==> src/rtl/busca_instrucao.sv <==
// Instruction-fetch stage: owns the PC, fetches over a req/ack memory handshake
// and hands the instruction to decode over valid/ready. Includes a fetch watchdog.
module busca_instrucao #(
    parameter logic [31:0] RESET_PC = 32'd0,
    parameter int unsigned TIMEOUT  = 16
) (
    input  logic        clk,
    input  logic        rst_n,
    input  logic [31:0] novoPC,
    input  logic        pc_load,
    input  logic        halt,
    output logic [31:0] atualPC,
    output logic        mem_req,
    output logic [31:0] mem_addr,
    input  logic        mem_ack,
    input  logic [31:0] mem_data,
    output logic [31:0] instr,
    output logic        instr_valid,
    input  logic        instr_ready,
    output logic [31:0] instr_count,
    output logic        fetch_err
);

    typedef enum logic [2:0] {
        IDLE,
        FETCH,
        ENTREGA,
        EXEC,
        HALTED
    } state_t;

    state_t      state;
    state_t      next_state;
    logic [31:0] wd;
    logic        wd_trip;

    assign mem_addr = atualPC;

    always_comb begin
        wd_trip    = (TIMEOUT != 0) && (wd == 32'(TIMEOUT - 1));
        next_state = state;
        case (state)
            IDLE:    if (!halt) next_state = FETCH;
            FETCH: begin
                if (mem_ack)      next_state = ENTREGA;
                else if (wd_trip) next_state = HALTED;
            end
            ENTREGA: if (instr_ready) next_state = EXEC;
            EXEC:    if (pc_load) next_state = halt ? IDLE : FETCH;
            HALTED:  next_state = HALTED;
            default: next_state = IDLE;
        endcase
    end

    // mem_req/instr_valid are registered copies of the decoded next state
    always_ff @(posedge clk) begin
        if (!rst_n) begin
            state       <= IDLE;
            atualPC     <= RESET_PC;
            mem_req     <= 1'b0;
            instr       <= '0;
            instr_valid <= 1'b0;
            instr_count <= '0;
            fetch_err   <= 1'b0;
            wd          <= '0;
        end else begin
            state       <= next_state;
            mem_req     <= (next_state == FETCH);
            instr_valid <= (next_state == ENTREGA);

            if (state == FETCH && next_state == FETCH) wd <= wd + 32'd1;
            else                                       wd <= '0;

            if (state == FETCH && mem_ack) instr <= mem_data;
            if (state == FETCH && next_state == HALTED) fetch_err <= 1'b1;

            if (state == EXEC && pc_load) begin
                atualPC     <= novoPC;
                instr_count <= instr_count + 32'd1;
            end
        end
    end

endmodule

==> config.mk <==
export PLATFORM = sky130hd
export DESIGN_NAME = busca_instrucao
export DESIGN_NICKNAME = d
export VERILOG_FILES = /design/src/rtl/busca_instrucao.sv
export SDC_FILE = /design/constraint.sdc
export NUM_CORES = 1
export LEC_CHECK = 0
export CORE_MARGIN = 2
export CORE_UTILIZATION = 49
export DETAILED_ROUTE_END_ITERATION = 16
export PLACE_DENSITY = 0.84
export SLEW_MARGIN = 20
export SYNTH_ARGS = -nofsm -noshare
export SYNTH_HDL_FRONTEND = slang
export SYNTH_SLANG_ARGS = --single-unit
export TNS_END_PERCENT = 10
==> constraint.sdc <==
create_clock -name clk -period 5.95 [get_ports clk]
set_input_delay 0.8925 -clock clk [delete_from_list [all_inputs] [get_ports clk]]
set_output_delay 0.8925 -clock clk [all_outputs]
set_load 0.01 [all_outputs]
Word-level counts from Yosys, hierarchy flattened
Index checks and enable logic that the tools add are counted.

Reductions and logical operators: 6. Add/sub/neg operators: 2. Equality and inequality tests: 8. Muxes and demuxes: 7.

Operator list (count): $add A32 B1 Y32 const B (2); $eq A32 B4 Y1 const B (1); $mux W3 (5); $pmux W3 S5 (1); $eq A3 B2 Y1 const B (3); $eq A3 B1 Y1 const B (2); $eq A3 B3 Y1 const B (2); $logic_and A1 B1 Y1 (4); $logic_not A3 Y1 (1); $reduce_and A2 Y1 (1); $mux W1 (1).

Register bits: 134. Word-level logic and storage cells: 31. Bits of input ports: 70.

Depth between registers and ports, before layout
Word-level depth: 7. Depth in mapped cells: 7. Depth with buffers taken out: 5.

Least setup slack after synthesis
Ideal clock, no wire load.

Path kind: input port to flip-flop. From: input port pc_load. To: register instr_count[20]. Setup time: 0.070 ns. Slack: 3.632 ns. Arrival time: 2.248 ns. Data required time: 5.880 ns. Stages: 5. Cell sequence: nand4b_4 or4_4 buf_6 or4_1 a21oi_1.

Cells in the longest elaborated chain, start to end: 1.

Ends and longest elaborated chain: start: declaration (RTL line 10) `input logic pc_load,`; $logic_and A1 B1 Y1 (RTL line 77) `if (state == EXEC && pc_load) begin`; end signal: assignment (RTL line 79) `instr_count <= instr_count + 32'd1;`; end: declaration (RTL line 20) `output logic [31:0] instr_count,`.

No other way between the ends. A chain may end at the register's enable or synchronous reset.

Worst setup path after layout
From: input port pc_load. To: register instr_count[27].

The elaborated chain is that of the path after synthesis.

==> metrics <==
cell area after layout=slightly above 0.008 mm^2; Site Rows=39; GRT Total Usage=0.243; DRT iter0 DRCs=369; Post-Route WL=15800 um; Clock Sinks=~130; number of buffers created by CTS=17; setup tns final=0 ps; post-synth net total=776; synthesized cell area=about 0.0058 mm^2; first-pass GRT wire length=about 25000 um; share of cells above drive strength 1=0.0567; CP Launch Type=input pin; Clock transition at path regs=60 ps; DRC violations left=0; Final Skew=7.98 ps; dpl cell area=0.00756 mm^2; DIE HEIGHT=113 um; Final Setup Violations=0; Via Count=~5.5k; die span in x=113 um; Min-Delay Path Depth=2; Via density=5.49; crit share post-route=0.560; TritonCTS clock tree=built; # IOs=201; Layout area overhead=41.5%; CTS H-Tree Depth=4; Worst setup EP type=register; Cell variety after synth=48; crit path max fanout=between 40 and 50; register area share after synthesis=0.463; Root Buffer=clkbuf_16; Slew @ Worst Pin=1020 ps; Fin. Hold Viols=0; worst vdd ir=0.000203 V; Min-Delay Path Class=register to register; Max-Cap Viols=0; routed wire length per instance=about 16 um; first-pass detailed-route iteration total=5; Reg2Reg Capture Point=instr_count[27]$_SDFFE_PN0P_; final antenna-violating net count=0; GR Overflow Total=0; power density over the cells=265 mW/mm^2; relative slew slack=0.316; Post-synth top flop=dfxtp_1; Worst Path Required=6280 ps; Hold EP=instr[21]$_SDFFE_PN0P_; initial core utilization=0.505; post-CTS sizing=0; core footprint=0.0115 mm^2; port bufs=200; # diodes=0; R2R Path Start=state[0]$_SDFF_PN0_; Filler Cell Count=831; dpl hpwl=11100 um; routability cong.=0.835; synthesized flop and latch total=134; flop-to-flop setup slack=3110 ps; Hold Buf Count CTS=0; CP Class=input pin to register; Setup Fix Bufs, Post-CTS=0; Async SR Flop Fraction=0; largest net degree at the start of global routing=77; unrepaired setup endpoints after global routing=no; Tmin final=roughly 3300 ps; maximum clock path buffer count=2; vias in the first global route=5242; outcome=completed; WP data arrival=3660 ps; Warnings, synthesis=0; Post-synth EDFFs=0; fmax=300 MHz; Leakage=0.00262 uW; min-delay src=instr[21]$_SDFFE_PN0P_; initial antenna violation count=0; Final nets=923; Avg Cell Area, Syn=a little over 8 um^2; Skew-Pair Late Insertion Delay=about 410 ps; Reg2Reg Depth=4; max-slew violation count=0; die area=~0.013 mm^2; cells after synthesis=704
[worst max path at each step]
stage | startpoint | to | slack (ps) | cells past startpoint
finish | pc_load | instr_count[27]$_SDFFE_PN0P_ | 2620 | 5
global route | pc_load | instr_count[21]$_SDFFE_PN0P_ | 2460 | 5
CTS | pc_load | instr_count[27]$_SDFFE_PN0P_ | 2640 | 5
detailed placement | pc_load | instr_count[21]$_SDFFE_PN0P_ | 2250 | 5
global placement | pc_load | instr_count[19]$_SDFFE_PN0P_ | 2340 | 5
floorplan | pc_load | instr_count[20]$_SDFFE_PN0P_ | 3630 | 5
[cells in the final DEF, fill, tap and decap left out, types with 4 or more instances in the layout]
cell / Yosys / final
bufinv_16: 0 / 4
or3_1: 13 / 13
clkdlybuf4s50_1: 0 / 200
nand2b_1: 4 / 4
clkbuf_16: 0 / 17
o21ai_0: 16 / 16
xor2_1: 8 / 8
and3_1: 5 / 5
a21oi_1: 101 / 101
nand3_1: 14 / 14
nand2_1: 157 / 157
dfxtp_1: 134 / 134
o31ai_1: 23 / 22
clkinvlp_4: 0 / 5
inv_1: 15 / 14
nor3_1: 6 / 6
nor2_1: 26 / 26
or4_1: 24 / 24
nand4_1: 17 / 17
nor4_1: 13 / 13
xnor2_1: 14 / 14
and4_1: 5 / 5
[state kept, by name (all words and copies together), names as in the netlist]
register / flops
instr_count: 32
instr_valid: 1
wd: 32
atualPC: 32
fetch_err: 1
state: 3
mem_req: 1
instr: 32
[cell type report]
class	count	area, um^2	share of cell area
sequential	134	2680	0.327
multi-input combinational	480	2620	0.320
tap	143	179	0.0218
clock buffer	20	457	0.0557
clock inverter	12	176	0.0215
inverter	15	56.3	0.00687
timing repair buffer	203	2020	0.247
[critical path, cell delays in order]
cell and delay [ps]:
clkdlybuf4s50_1 570, nand4b_4 500, or4_1 970, or4_1 530, a21oi_1 180
[synthesized netlist by cell type, types with 3 or more instances]
library cell  number  area, um^2
nand2_1          157         589
dfxtp_1          134        2680
a21oi_1          101         505
buf_4             32         240
clkbuf_1          30         113
nor2_1            26        97.6
or4_1             24         180
o31ai_1           23         173
nand4_1           17         106
o21ai_0           16        80.1
inv_1             15        56.3
nand3_1           14        70.1
xnor2_1           14         123
nor4_1            13        81.3
or3_1             13        81.3
xor2_1             8        70.1
nor3_1             6        30.0
and3_1             5        31.3
and4_1             5        43.8
and2_1             4        25.0
buf_1              4        15.0
buf_2              4        20.0
nand2b_1           4        25.0
buf_6              3        33.8
mux2i_1            3        30.0
[power by group]
group | internal (uW) | switching [uW]
combinational | 79.6 | 62.3
clock | 722 | 387
sequential | 913 | 11.3
[layer usage]
metal  GRT usage  vias up  share of wire
met3      0.0691       23          0.066
met1       0.288     2601           0.40
met5           0        -              0
met2       0.427      187           0.52
li1            -     2716              -
met4      0.0715        0          0.017
[cell families after synthesis]
kind of cell | after synthesis | share of synthesized area
xor+xnor | 22 | 0.0333
mux | 3 | 0.00518
flops | 134 | 0.463
simple gates | 304 | 0.263
fa+ha+maj | 2 | 0.00432
compound gates | 149 | 0.144
buf+inv | 90 | 0.0870
[per-stage QoR]
| stage | cells | power, uW | hold WS, ps | setup slack (ps) | util |
|---|---|---|---|---|---|
| finish | 1007 | 2170 | 452 | 2620 | 0.715 |
| floorplan | 704 | 1000 | 442 | 3630 | - |
| global placement | 975 | 1080 | 442 | 2340 | 0.660 |
| global route | 1007 | 2240 | 476 | 2460 | 0.715 |
| detailed placement | 975 | 1090 | 445 | 2250 | 0.660 |
| CTS | 1007 | 2190 | 453 | 2640 | 0.715 |
No activity file was read; power rests on OpenSTA's default activity.
